===== src/rtl/multicycle_ctrl_if.sv =====
// -----------------------------------------------------------------------------
// multicycle_ctrl_if
//   Control bundle between the multi-cycle sequencing controller and the
//   shared RV64 datapath / unified memory port.
//
//   Datapath -> controller : Opcode (IR[6:0]), Zero (ALU flag), mem_ready
//   Controller -> datapath : PCWrite, IRWrite, IorD, MemRead, MemWrite,
//                            MemtoReg, RegWrite, ALUSrcA, ALUSrcB[1:0],
//                            ALUOp[1:0], PCSrc
//
//   modport master : the controller
//   modport slave  : the datapath / memory side
// -----------------------------------------------------------------------------
interface multicycle_ctrl_if;
  logic [6:0] Opcode;
  logic       Zero;
  logic       mem_ready;

  logic       PCWrite;
  logic       IRWrite;
  logic       IorD;
  logic       MemRead;
  logic       MemWrite;
  logic       MemtoReg;
  logic       RegWrite;
  logic       ALUSrcA;
  logic [1:0] ALUSrcB;
  logic [1:0] ALUOp;
  logic       PCSrc;

  modport master (
    input  Opcode, Zero, mem_ready,
    output PCWrite, IRWrite, IorD, MemRead, MemWrite, MemtoReg, RegWrite,
           ALUSrcA, ALUSrcB, ALUOp, PCSrc
  );

  modport slave (
    output Opcode, Zero, mem_ready,
    input  PCWrite, IRWrite, IorD, MemRead, MemWrite, MemtoReg, RegWrite,
           ALUSrcA, ALUSrcB, ALUOp, PCSrc
  );
endinterface


===== src/rtl/multicycle_ctrl.sv =====
// -----------------------------------------------------------------------------
// multicycle_ctrl
//   Multi-cycle sequencing controller for the RV64 subset (R-type, ld, sd,
//   beq, addi). Steps one instruction through FETCH / DECODE / EXEC / MEM /
//   WB over 3-5 cycles sharing one ALU and one memory port. Memory states
//   stall on mem_ready. Includes free-running cycle and retired-instruction
//   counters (wrap modulo 2^CNT_W).
//
//   Parameters
//     CNT_W         : width of cycle_cnt / instret_cnt
//   Ports
//     clk           : system clock, rising edge
//     reset_n       : asynchronous active-low reset
//     bus           : control bundle (multicycle_ctrl_if.master)
//     illegal_instr : sticky illegal-opcode flag (0 unless ILLEGAL_TRAP_EN)
//     cycle_cnt     : cycles since reset
//     instret_cnt   : instructions retired
//
//   Build option
//     ILLEGAL_TRAP_EN : unlisted opcodes enter a terminal TRAP state and set
//                       illegal_instr. Undefined: unlisted opcodes retire
//                       from DECODE as a NOP.
// -----------------------------------------------------------------------------
module multicycle_ctrl #(
  parameter int unsigned CNT_W = 32
) (
  input  logic             clk,
  input  logic             reset_n,
  multicycle_ctrl_if.master bus,
  output logic             illegal_instr,
  output logic [CNT_W-1:0] cycle_cnt,
  output logic [CNT_W-1:0] instret_cnt
);

  localparam logic [6:0] OP_R    = 7'b0110011;
  localparam logic [6:0] OP_I    = 7'b0010011;
  localparam logic [6:0] OP_LD   = 7'b0000011;
  localparam logic [6:0] OP_SD   = 7'b0100011;
  localparam logic [6:0] OP_BEQ  = 7'b1100011;

  localparam logic [1:0] SRCB_RS2   = 2'b00;
  localparam logic [1:0] SRCB_FOUR  = 2'b01;
  localparam logic [1:0] SRCB_IMM   = 2'b10;
  localparam logic [1:0] ALU_ADD    = 2'b00;
  localparam logic [1:0] ALU_SUB    = 2'b01;
  localparam logic [1:0] ALU_FUNCT  = 2'b10;

  typedef enum logic [3:0] {
    S_FETCH,
    S_DECODE,
    S_EXEC_R,
    S_EXEC_I,
    S_ADDR,
    S_MEM_RD,
    S_MEM_WR,
    S_WB_ALU,
    S_WB_MEM,
    S_BRANCH
`ifdef ILLEGAL_TRAP_EN
    , S_TRAP
`endif
  } state_t;

  state_t state, state_nxt;

  logic       pc_write;
  logic       ir_write;
  logic       i_or_d;
  logic       mem_read;
  logic       mem_write;
  logic       mem_to_reg;
  logic       reg_write;
  logic       alu_src_a;
  logic [1:0] alu_src_b;
  logic [1:0] alu_op;
  logic       pc_src;
  logic       retire;

  // ---------------------------------------------------------------------------
  // State register
  // ---------------------------------------------------------------------------
  always_ff @(posedge clk or negedge reset_n) begin
    if (!reset_n) begin
      state <= S_FETCH;
    end else begin
      state <= state_nxt;
    end
  end

  // ---------------------------------------------------------------------------
  // Next-state and Moore output decode. The only input-dependent outputs are
  // the FETCH completion strobes (mem_ready) and PCWrite in BRANCH (Zero).
  // ---------------------------------------------------------------------------
  always_comb begin
    state_nxt  = state;
    pc_write   = 1'b0;
    ir_write   = 1'b0;
    i_or_d     = 1'b0;
    mem_read   = 1'b0;
    mem_write  = 1'b0;
    mem_to_reg = 1'b0;
    reg_write  = 1'b0;
    alu_src_a  = 1'b0;
    alu_src_b  = SRCB_RS2;
    alu_op     = ALU_ADD;
    pc_src     = 1'b0;
    retire     = 1'b0;

    case (state)
      S_FETCH: begin
        mem_read  = 1'b1;
        alu_src_b = SRCB_FOUR;
        if (bus.mem_ready) begin
          ir_write  = 1'b1;
          pc_write  = 1'b1;
          state_nxt = S_DECODE;
        end
      end

      S_DECODE: begin
        // Speculatively compute the branch target into ALUOut.
        alu_src_b = SRCB_IMM;
        case (bus.Opcode)
          OP_R:         state_nxt = S_EXEC_R;
          OP_I:         state_nxt = S_EXEC_I;
          OP_LD, OP_SD: state_nxt = S_ADDR;
          OP_BEQ:       state_nxt = S_BRANCH;
          default: begin
`ifdef ILLEGAL_TRAP_EN
            state_nxt = S_TRAP;
`else
            retire    = 1'b1;
            state_nxt = S_FETCH;
`endif
          end
        endcase
      end

      S_EXEC_R: begin
        alu_src_a = 1'b1;
        alu_src_b = SRCB_RS2;
        alu_op    = ALU_FUNCT;
        state_nxt = S_WB_ALU;
      end

      S_EXEC_I: begin
        alu_src_a = 1'b1;
        alu_src_b = SRCB_IMM;
        state_nxt = S_WB_ALU;
      end

      S_ADDR: begin
        alu_src_a = 1'b1;
        alu_src_b = SRCB_IMM;
        state_nxt = (bus.Opcode == OP_SD) ? S_MEM_WR : S_MEM_RD;
      end

      S_MEM_RD: begin
        mem_read = 1'b1;
        i_or_d   = 1'b1;
        if (bus.mem_ready) begin
          state_nxt = S_WB_MEM;
        end
      end

      S_MEM_WR: begin
        mem_write = 1'b1;
        i_or_d    = 1'b1;
        if (bus.mem_ready) begin
          retire    = 1'b1;
          state_nxt = S_FETCH;
        end
      end

      S_WB_ALU: begin
        reg_write = 1'b1;
        retire    = 1'b1;
        state_nxt = S_FETCH;
      end

      S_WB_MEM: begin
        reg_write  = 1'b1;
        mem_to_reg = 1'b1;
        retire     = 1'b1;
        state_nxt  = S_FETCH;
      end

      S_BRANCH: begin
        alu_src_a = 1'b1;
        alu_src_b = SRCB_RS2;
        alu_op    = ALU_SUB;
        pc_src    = 1'b1;
        pc_write  = bus.Zero;
        retire    = 1'b1;
        state_nxt = S_FETCH;
      end

`ifdef ILLEGAL_TRAP_EN
      S_TRAP: begin
        state_nxt = S_TRAP;
      end
`endif

      default: begin
        state_nxt = S_FETCH;
      end
    endcase
  end

  assign bus.PCWrite  = pc_write;
  assign bus.IRWrite  = ir_write;
  assign bus.IorD     = i_or_d;
  assign bus.MemRead  = mem_read;
  assign bus.MemWrite = mem_write;
  assign bus.MemtoReg = mem_to_reg;
  assign bus.RegWrite = reg_write;
  assign bus.ALUSrcA  = alu_src_a;
  assign bus.ALUSrcB  = alu_src_b;
  assign bus.ALUOp    = alu_op;
  assign bus.PCSrc    = pc_src;

  // ---------------------------------------------------------------------------
  // Illegal-instruction flag
  // ---------------------------------------------------------------------------
`ifdef ILLEGAL_TRAP_EN
  always_ff @(posedge clk or negedge reset_n) begin
    if (!reset_n) begin
      illegal_instr <= 1'b0;
    end else if ((state == S_DECODE) && (state_nxt == S_TRAP)) begin
      illegal_instr <= 1'b1;
    end
  end
`else
  assign illegal_instr = 1'b0;
`endif

  // ---------------------------------------------------------------------------
  // Performance counters, wrapping modulo 2^CNT_W
  // ---------------------------------------------------------------------------
  always_ff @(posedge clk or negedge reset_n) begin
    if (!reset_n) begin
      cycle_cnt   <= '0;
      instret_cnt <= '0;
    end else begin
      cycle_cnt <= cycle_cnt + CNT_W'(1);
      if (retire) begin
        instret_cnt <= instret_cnt + CNT_W'(1);
      end
    end
  end

endmodule


===== src/flat_wrapper.sv =====
// flat-port wrapper written by rule: the top's interface ports become plain ports
module multicycle_ctrl_flat 
#(
  parameter int unsigned CNT_W = 32
)
  (clk, reset_n, illegal_instr, cycle_cnt, instret_cnt, bus_Opcode, bus_Zero, bus_mem_ready, bus_PCWrite, bus_IRWrite, bus_IorD, bus_MemRead, bus_MemWrite, bus_MemtoReg, bus_RegWrite, bus_ALUSrcA, bus_ALUSrcB, bus_ALUOp, bus_PCSrc);
  multicycle_ctrl_if bus_i ();
  input  logic clk;
  input  logic reset_n;
  output logic illegal_instr;
  output logic [CNT_W-1:0] cycle_cnt;
  output logic [CNT_W-1:0] instret_cnt;
  input wire logic [$bits(bus_i.Opcode)-1:0] bus_Opcode;
  input wire logic [$bits(bus_i.Zero)-1:0] bus_Zero;
  input wire logic [$bits(bus_i.mem_ready)-1:0] bus_mem_ready;
  output wire logic [$bits(bus_i.PCWrite)-1:0] bus_PCWrite;
  output wire logic [$bits(bus_i.IRWrite)-1:0] bus_IRWrite;
  output wire logic [$bits(bus_i.IorD)-1:0] bus_IorD;
  output wire logic [$bits(bus_i.MemRead)-1:0] bus_MemRead;
  output wire logic [$bits(bus_i.MemWrite)-1:0] bus_MemWrite;
  output wire logic [$bits(bus_i.MemtoReg)-1:0] bus_MemtoReg;
  output wire logic [$bits(bus_i.RegWrite)-1:0] bus_RegWrite;
  output wire logic [$bits(bus_i.ALUSrcA)-1:0] bus_ALUSrcA;
  output wire logic [$bits(bus_i.ALUSrcB)-1:0] bus_ALUSrcB;
  output wire logic [$bits(bus_i.ALUOp)-1:0] bus_ALUOp;
  output wire logic [$bits(bus_i.PCSrc)-1:0] bus_PCSrc;
  assign bus_i.Opcode = bus_Opcode;
  assign bus_i.Zero = bus_Zero;
  assign bus_i.mem_ready = bus_mem_ready;
  assign bus_PCWrite = bus_i.PCWrite;
  assign bus_IRWrite = bus_i.IRWrite;
  assign bus_IorD = bus_i.IorD;
  assign bus_MemRead = bus_i.MemRead;
  assign bus_MemWrite = bus_i.MemWrite;
  assign bus_MemtoReg = bus_i.MemtoReg;
  assign bus_RegWrite = bus_i.RegWrite;
  assign bus_ALUSrcA = bus_i.ALUSrcA;
  assign bus_ALUSrcB = bus_i.ALUSrcB;
  assign bus_ALUOp = bus_i.ALUOp;
  assign bus_PCSrc = bus_i.PCSrc;
  multicycle_ctrl #(.CNT_W(CNT_W)) u_core (.clk(clk), .reset_n(reset_n), .bus(bus_i), .illegal_instr(illegal_instr), .cycle_cnt(cycle_cnt), .instret_cnt(instret_cnt));
endmodule

===== config.mk =====
export PLATFORM = sky130hd
export DESIGN_NAME = multicycle_ctrl_flat
export DESIGN_NICKNAME = d
export VERILOG_FILES = /design/src/rtl/multicycle_ctrl_if.sv /design/src/rtl/multicycle_ctrl.sv /design/src/flat_wrapper.sv
export SDC_FILE = /design/constraint.sdc
export NUM_CORES = 1
export LEC_CHECK = 0
export ABC_AREA = 1
export BUFFER_PORTS_ARGS = -buffer_cell sky130_fd_sc_hd__buf_2
export CORE_ASPECT_RATIO = 0.5
export CORE_MARGIN = 2
export CORE_UTILIZATION = 50
export DETAILED_ROUTE_END_ITERATION = 12
export PLACE_DENSITY = 0.82
export SKIP_CTS_REPAIR_TIMING = 1
export SKIP_LAST_GASP = 1
export SLEW_MARGIN = 10
export SYNTH_ARGS = -nofsm -noshare
export SYNTH_HDL_FRONTEND = slang
export SYNTH_SLANG_ARGS = --single-unit

===== constraint.sdc =====
create_clock -name clk -period 1.5 [get_ports clk]
set_input_delay 0.075 -clock clk [delete_from_list [all_inputs] [get_ports clk]]
set_output_delay 0.075 -clock clk [all_outputs]
set_load 0.005 [all_outputs]

==> reports/results.ini, run 1 <==
[place]
dpl.hpwl_mm = 7.72
place_ws_ns = -0.0223
portBuffers = 87
routabilityCongestion = 0.896

[global_routing]
grt_pass1_wl_mm = 17.0
grt_usage_pct = 23.8
grt_overflow = 0
grt_pass1_vias = 3821
antenna_found_initial = 0
grt_max_degree = 69

[setup_path]
path_class = reg -> out
start_kind = flop
end_kind = primary output
cp.arrival_ns = 1.49
rrSetupSlack_ns = 0.01
required_ns = 1.42
cp_max_fo = 3

[sta]
post-route-period-util_pct = 104
finClkSkew_ns = 0.00494
hold_violations = 0
clock.fmax_ghz = 0.639
setup_violations = 5
rsz0062_at_grt = true
setup_slack_ns = -0.0646
layout_min_cycle_time_ns = 1.56
slew_violations = 0

[clocking]
cts-root-buf = clkbuf_16
htree_levels = 3
numCtsBuffers = 9
cts_tree = yes
clk_pin_slew_ns = 0.05
clock-sinks = 68
clockBufferDepth = 2
clk_latency_ns = 0.33

[floorplan]
initial_core_util_pct = 52.0
die_w_um = 133
die_area_mm2 = 0.00917
io_pins = 89
core_mm2 = 0.00806
die_height_um = 68.7
rows = 23

[pwr]
power.density_mw_per_mm2 = 1200
ir_drop_v = 0.000747
leakage_nw = 2.85
power.total_mw = 6.85

[synthesis]
ys_warn_count = 0
synth-seq-cells = 68
synth_area_leaders = dfrtp_1, nand2_1, nor2_1
yosysTopAreaCellShare_pct = 40.6
synthCells = 607
syn_area_mm2 = 0.00419
synth-seq-area-share_pct = 40.6
synth_cell_types = 31
avgSynthCellArea_um2 = 6.90
syn_nets = 620
synth_top_area_cell = dfrtp_1

[final_layout]
syn2layout_area_growth_pct = 36.4
layout_commonest_cell = nand2_1
diodes = 0
drive_gt1_share_pct = 31.9
mostFrequentLayoutCells = nand2_1, buf_2, nor2_1
fin_nets = 757

[detailed_routing]
route.detailed.drc = 0
met2_length_mm = 5.56
vias = 4299
first_pass_iters = 5
met1_length_mm = 4.89
top_signal_layer_used = met4
vias_per_cell = 4.99
met3WireLength_um = 575
post_drt_wl_per_cell_um = 13.0
antenna_left = 0
drtIter0Drc = 247
routed_wl_mm = 11.2

[status]
status = complete, but fails checks
violations = negative setup slack

[flow_run]
drv_cap = 0

[worst_hold_path]
hold_class = in -> reg

synthesized netlist by cell type (all sizes together):
master,instances
dfrtp,68
ha,2
o21ai,12
nor3,5
conb,1
nand2,250
o211ai,1
nand4,9
xor2,26
nand3b,5
nand3,36
inv,65
buf,8
clkinv,1
o31ai,1
o21bai,1
a21oi,1
nor2,102
o2111ai,1
xnor2,11
o22ai,1
metal layers:
metal	vias to the layer above	global-route usage [%]
met3	20	7.02
li1	2148	-
met2	111	41.6
met5	-	0
met4	0	7.05
met1	2020	29.6
cell families (layout without fill, tap and decap cells):
logic type               Yosys count  after routing  share of synthesized area (%)
AND/OR/NAND/NOR                  407            407                           40.6
buffers and inverters             74            216                           7.65
flip-flops                        68             68                           40.6
XOR/XNOR                          37             37                           7.74
AO/OA/AOI/OAI                     18             18                           2.72
adder cells (fa/ha/maj)            2              2                          0.597
other                              1              1                         0.0895
sequential cells by signal (all words and copies together), names as in the netlist:
signal / flops
u_core.instret_cnt: 32
u_core.cycle_cnt: 32
u_core.state: 4
path summary, 6_finish.rpt:
path                                     endpoint  depth (start not counted)                 from
setup / recovery                      bus_ALUSrcA                          7      u_core.state[3]
hold / removal                    u_core.state[1]                          2        bus_mem_ready
setup reg to reg           u_core.instret_cnt[11]                          9      u_core.state[0]
hold reg to reg               u_core.cycle_cnt[6]                          1  u_core.cycle_cnt[6]
max in group asynchronous         u_core.state[1]                          3              reset_n
min in group asynchronous  u_core.instret_cnt[29]                          3              reset_n
where the power goes:
part / internal [mW] / switching, mW / leakage, nW
clock: 1.28 / 0.793 / 0.137
combinational: 1.15 / 1.41 / 1.80
sequential: 2.01 / 0.208 / 0.913
stage by stage:
step	utilization, %	instances	hold slack, ns	setup TNS [ns]	instance area [um2]
after floorplan	-	607	-0.221	0	4190
after global placement	61.2	825	0.116	0	4930
after detailed placement	61.2	825	0.120	-0.0270	4930
after CTS	64.9	841	-0.233	-0.380	5230
after global routing	70.9	861	0.0164	-2.81	5710
final	70.9	861	0.0350	-0.163	5710
final cells by class:
type / count / area (um2)
Multi-Input combinational cell: 465 / 2420
Fill cell: 651 / 2340
Sequential cell: 68 / 1710
Timing Repair Buffer: 134 / 882
Inverter: 66 / 269
Clock buffer: 9 / 225
Tap cell: 112 / 140
Clock inverter: 7 / 67.6
worst max-delay path, cell delays in order, from the launching register on:
cell and delay, ns:
dfrtp_1 0.42, nor2_2 0.19, buf_6 0.14, inv_4 0.04
nor2_4 0.11, nor2_2 0.05, o21ai_0 0.07, buf_2 0.14
Note: power is estimated with default switching activity, not from simulation.
==> run 2, diff against run 1 <==
CORE_ASPECT_RATIO = unset   (was 0.5)
PLACE_DENSITY = 0.77   (was 0.82)
==> reports/results.ini, run 2 (same netlist as run 1, synthesis figures left out) <==
[setup_path]
cp_slowest_cell = dfrtp_1
end_kind = flop
slowest_delay_ns = 0.43  ; about the same
cp_max_fo = 7  ; +4
required_ns = 1.77  ; +0.35 ns
path_class = reg -> reg
cp.arrival_ns = 1.88  ; +0.39 ns
start_kind = flop
crit_chain = nor2_2 -> buf_4 -> nand2_2 -> o21bai_4 -> nand2_4 -> buf_6 -> clkbuf_16 -> nand2_1 -> o21ai_1

[clocking]
htree_levels = 3  ; unchanged
numCtsBuffers = 9  ; unchanged
clk_latency_ns = 0.34  ; about the same
clockBufferDepth = 2  ; unchanged
clk_pin_slew_ns = 0.08  ; +0.03 ns
cts_tree = yes
cts-root-buf = clkbuf_8
clock-sinks = 68  ; unchanged

[sta]
finClkSkew_ns = 0.0118  ; +0.00687 ns
setup_slack_ns = -0.108  ; -0.0433 ns
rsz0062_at_grt = true
hold_violations = 0  ; unchanged
setup_violations = 37  ; +32
clock.fmax_ghz = 0.622  ; -2.7%
post-route-period-util_pct = 107  ; +2.9 points
layout_min_cycle_time_ns = 1.61  ; +0.0433 ns
setup_tns_ns = -2.07  ; -1.90 ns
slew_violations = 0  ; unchanged

[global_routing]
antenna_found_initial = 0  ; unchanged
grt_overflow = 0  ; unchanged
grt_pass1_wl_mm = 18.2  ; +7.2%
grt_max_degree = 69  ; unchanged
grt_usage_pct = 25.3  ; +1.4 points
grt_pass1_vias = 4114  ; +7.7%

[pwr]
seqPwrFrac_pct = 31.9  ; -0.4 points
power.density_mw_per_mm2 = 1230  ; +2.6%
sw_frac_of_total_pct = 35.1  ; -0.12 points
leakage_nw = 2.86  ; +0.31%
pwr-share-comb_pct = 41.5  ; +4.0 points
ir_drop_v = 0.000820  ; +9.8%
clkPwrFrac_pct = 26.6  ; -3.6 points
power.total_mw = 6.96  ; +1.6%
p_int_mw = 4.51  ; +1.8%
p_switching_mw = 2.44  ; +1.3%

[status]
violations = negative setup slack
status = complete, but fails checks

[final_layout]
largestRegisters = u_core.cycle_cnt (32), u_core.instret_cnt (32), u_core.state (4)
fin_area_mm2 = 0.00566  ; -0.96%
fin_nets = 762  ; +0.66%
syn2layout_area_growth_pct = 35.1
layout_commonest_cell = nand2_1
seq_area_mm2 = 0.00171  ; -0.15%
multiInputGateArea_mm2 = 0.00239  ; -1.1%
fillers = 662  ; +1.7%
drive_gt1_share_pct = 31.2  ; -0.70 points
diodes = 0  ; unchanged
mostFrequentLayoutCells = nand2_1, buf_2, nor2_1
final_util_pct = 69.2  ; -1.7 points

[detailed_routing]
vias = 4439  ; +3.3%
drtIter0Drc = 229  ; -7.3%
route.detailed.drc = 0  ; unchanged
routed_wl_mm = 12.0  ; +7.3%
post_drt_wl_per_cell_um = 14.0  ; +7.7%
antenna_left = 0  ; unchanged
first_pass_iters = 5  ; unchanged
vias_per_cell = 5.17  ; +3.6%

[place]
routabilityCongestion = 0.985  ; +9.9%
place_area_mm2 = 0.00489  ; -0.89%
dpl.hpwl_mm = 8.09  ; +4.8%
portBuffers = 87  ; unchanged
place_ws_ns = -0.0373  ; -0.0149 ns

[floorplan]
rows = 33  ; +43%
die_height_um = 95.5  ; +39%
die_w_um = 95.5  ; -28%
core_mm2 = 0.00818  ; +1.5%
initial_core_util_pct = 51.2  ; -0.75 points
io_pins = 89  ; unchanged
die_area_mm2 = 0.00912  ; -0.49%

[flow_run]
drv_cap = 0  ; unchanged

[worst_hold_path]
hold_class = in -> reg

==> run 2: cell count changes in the layout (fill, tap and decap cells not counted), moves of 4 or more <==
cell	change
buf_6	+4
clkbuf_16	-8
clkbuf_8	+10
nand2_1	+8
nand2_2	-7
nor2_1	+5
==> run 2: per-stage QoR <==
| stage | hold WS, ns | std cells |
|---|---|---|
| 2_1_floorplan | -0.221 | 607 |
| 3_3_place_gp | 0.125 | 815 |
| 3_5_place_dp | 0.125 | 815 |
| 4_1_cts | -0.243 | 830 |
| 5_1_grt | 0.0369 | 858 |
| 6_report | 0.0254 | 858 |
==> run 2: worst paths after layout <==
kind                                     start                     end  slack [ns]  cells past startpoint
min                              bus_mem_ready         u_core.state[1]        0.03                      2
min in group asynchronous              reset_n   u_core.instret_cnt[5]        0.28                      3
min reg2reg                u_core.cycle_cnt[0]     u_core.cycle_cnt[0]        0.49                      1
max reg2reg                    u_core.state[3]   u_core.instret_cnt[8]       -0.11                      9
max                            u_core.state[3]   u_core.instret_cnt[8]       -0.11                      9
max in group asynchronous              reset_n  u_core.instret_cnt[14]        0.90                      3
==> run 2: area by class of cell <==
cell class	instances	area share, %
multi-input combinational	465	42.2
sequential	68	30.2
timing repair buffer	139	16.4
inverter	66	4.60
clock buffer	10	2.43
tap	105	2.32
clock inverter	5	1.77
==> run 2: per-layer routing <==
layer  vias up  share of wire (%)  GRT usage (%)
li1       2142                  -              -
met5         -                  0              0
met1      2071                 40           32.1
met4         0                2.6           10.7
met3        39                6.7           3.72
met2       187                 50           43.0
==> run 2: critical path: cells and delay by family (launching register included) <==
family | cells | cell delay (ns)
compound gates | 2 | 0.26
flops | 1 | 0.43
simple gates | 4 | 0.43
buf+inv | 3 | 0.42
==> run 2: power by group through the flow <==
| stage | combinational, mW | clock (mW) | sequential [mW] |
|---|---|---|---|
| 2_1_floorplan | 1.20 | 0 | 2.19 |
| 3_3_place_gp | 1.75 | 0 | 2.19 |
| 3_5_place_dp | 1.79 | 0 | 2.20 |
| 4_1_cts | 1.79 | 1.87 | 2.17 |
| 5_1_grt | 3.13 | 1.96 | 2.24 |
| 6_report | 2.88 | 1.85 | 2.22 |
==> run 3, diff against run 2 <==
ABC_AREA = 0   (was 1)
CORE_UTILIZATION = 53   (was 50)
PLACE_DENSITY = 0.8   (was 0.77)
clock period = 1.8 ns   (was 1.5 ns; I/O delays follow)
==> reports/results.ini, run 3 <==
[synthesis]
syn_nets = 330  ; -47%
synth-seq-area-share_pct = 50.5  ; +9.9 points
synth_area_leaders = dfrtp_1, xnor2_1, xor2_1
synth.most_common_cell = dfrtp_1
synth-edff-count = 0  ; unchanged
ys_warn_count = 0  ; unchanged
syn_area_mm2 = 0.00337  ; -20%
synth_common_cells = dfrtp_1, xnor2_1, nand3_1
synthCells = 317  ; -48%
synth_ff_type = dfrtp_1
synth_top_area_cell = dfrtp_1
synth-seq-cells = 68  ; unchanged
async_flop_share_pct = 100  ; unchanged
yosysTopAreaCellShare_pct = 50.5  ; +9.9 points
synth_cell_types = 50  ; +61%
avgSynthCellArea_um2 = 10.6  ; +54%

[sta]
hold_violations = 0  ; unchanged
layout_min_cycle_time_ns = 1.78  ; +0.171 ns
clock.fmax_ghz = 0.562  ; -9.6%
setup_violations = 0  ; -100%
post-route-period-util_pct = 98.8  ; -8.4 points
finClkSkew_ns = 0.0105  ; -0.00127 ns
rsz0062_at_grt = true
slew_violations = 0  ; unchanged

[detailed_routing]
route.detailed.drc = 0  ; unchanged
routed_wl_mm = 7.39  ; -39%
drtIter0Drc = 109  ; -52%
vias = 2804  ; -37%
first_pass_iters = 4  ; -1
antenna_left = 0  ; unchanged
post_drt_wl_per_cell_um = 14.1  ; +0.36%
vias_per_cell = 5.34  ; +3.2%

[floorplan]
initial_core_util_pct = 53.9  ; +2.7 points
rows = 29  ; -12%
core_mm2 = 0.00624  ; -24%
die_area_mm2 = 0.00701  ; -23%
io_pins = 89  ; unchanged
die_w_um = 83.7  ; -12%
die_height_um = 83.7  ; -12%

[global_routing]
grt_max_degree = 69  ; unchanged
antenna_found_initial = 0  ; unchanged
grt_usage_pct = 21.3  ; -3.9 points
grt_overflow = 0  ; unchanged
grt_pass1_wl_mm = 12.3  ; -32%
grt_pass1_vias = 2762  ; -33%

[worst_hold_path]
hold_class = in -> reg
min_from = bus_Opcode[4]
hold_path_depth = 2  ; unchanged
worstHoldEndpoint = u_core.state[2]

[final_layout]
fin_area_mm2 = 0.00439  ; -22%
layout_commonest_cell = buf_2
final_util_pct = 70.3  ; +1.1 points
drive_gt1_share_pct = 35.7  ; +4.5 points
largestRegisters = u_core.cycle_cnt (32), u_core.instret_cnt (32), u_core.state (4)
syn2layout_area_growth_pct = 30.4
fin_nets = 456  ; -40%
diodes = 0  ; unchanged
mostFrequentLayoutCells = buf_2, dfrtp_1, xnor2_1

[pwr]
power.density_mw_per_mm2 = 949  ; -23%
ir_drop_v = 0.000760  ; -7.4%
leakage_nw = 2.21  ; -23%
power.total_mw = 4.17  ; -40%

[setup_path]
worstReg2RegStart = u_core.state[1]
path_class = reg -> reg
r2r.worst_path.cells = 6  ; -3
end_kind = flop
required_ns = 2.00  ; +0.23 ns
reg2reg_to = u_core.instret_cnt[17]
start_kind = flop
cp.arrival_ns = 1.98  ; +0.10 ns
cp_max_fo = 11  ; +4
rrSetupSlack_ns = 0.02  ; +0.13 ns

[place]
portBuffers = 87  ; unchanged
dpl.hpwl_mm = 5.18  ; -36%
place_area_mm2 = 0.00413  ; -16%
routabilityCongestion = 0.812  ; -18%

[clocking]
clk_pin_slew_ns = 0.07  ; about the same
clock-sinks = 68  ; unchanged
numCtsBuffers = 9  ; unchanged
cts-root-buf = clkbuf_8
cts_tree = yes
htree_levels = 3  ; unchanged
clockBufferDepth = 2  ; unchanged
clk_latency_ns = 0.33  ; about the same

[status]
status = completed

[flow_run]
drv_cap = 0  ; unchanged

run 3: cell types whose count changed after synthesis, moves of 9 or more:
cell      before  now
and3_1         0   12
inv_1         62    2
nand2_1      248   24
nand2b_1       0    9
nor2_1        97   19
xnor2_1       11   44
xor2_1        26   17
run 3: kinds of logic (layout without fill, tap and decap cells):
kind of cell / after synthesis / after routing / share of synthesized area, %
simple gates: 150 / 150 / 26.0
flops: 68 / 68 / 50.5
xor+xnor: 61 / 61 / 15.9
compound gates: 20 / 20 / 4.27
buf+inv: 14 / 145 / 2.12
fa+ha+maj: 2 / 2 / 0.743
other cells: 1 / 1 / 0.111
mux: 1 / 1 / 0.297
run 3: worst max-delay path by stage:
stage / end / slack, ns / depth (start not counted) / from
finish: u_core.instret_cnt[17] / 0.02 / 6 / u_core.state[1]
global route: u_core.instret_cnt[17] / -0.09 / 6 / u_core.state[1]
CTS: u_core.instret_cnt[31] / -0.03 / 5 / u_core.state[1]
detailed placement: u_core.instret_cnt[31] / -0.03 / 5 / u_core.state[1]
global placement: u_core.instret_cnt[31] / 0.04 / 5 / u_core.state[1]
floorplan: u_core.instret_cnt[27] / 0.004 / 6 / u_core.state[1]
run 3: stage by stage:
step / setup TNS [ns] / instances / setup slack, ns / hold WS, ns
global placement: 0 / 505 / 0.0433 / 0.137
global route: -0.381 / 525 / -0.0876 / 0.0141
finish: 0 / 525 / 0.0211 / 0.0326
detailed placement: -0.0295 / 505 / -0.0295 / 0.136
CTS: -0.0285 / 521 / -0.0285 / -0.220
floorplan: 0 / 317 / 0.00355 / -0.206
run 3: layout make-up:
type,count,area (um2)
clock buffer,11,141
clock inverter,5,27.5
fill,465,1850
inverter,2,7.51
multi-input combinational,235,1660
sequential,68,1700
tap,77,96.3
timing repair buffer,127,754
run 3: power breakdown:
part	total [mW]	internal [mW]	switching, mW
combinational	1.38	0.619	0.762
clock	1.08	0.529	0.548
sequential	1.71	1.62	0.0838
run 3: per-layer routing:
| metal | track usage (%) | part of all wire [%] | vias up |
|---|---|---|---|
| met5 | 0 | 0 | - |
| met4 | 7.77 | 0.74 | 0 |
| met3 | 4.35 | 4.3 | 4 |
| met2 | 35.9 | 51 | 73 |
| met1 | 27.4 | 44 | 1365 |
| li1 | - | - | 1362 |
run 3: critical path: stages, from the launching register on:
cell,delay [ns]
dfrtp_1,0.38
nand2b_4,0.15
or3_4,0.35
o221ai_2,0.25
buf_6,0.20
nand4_1,0.14
xnor2_2,0.18
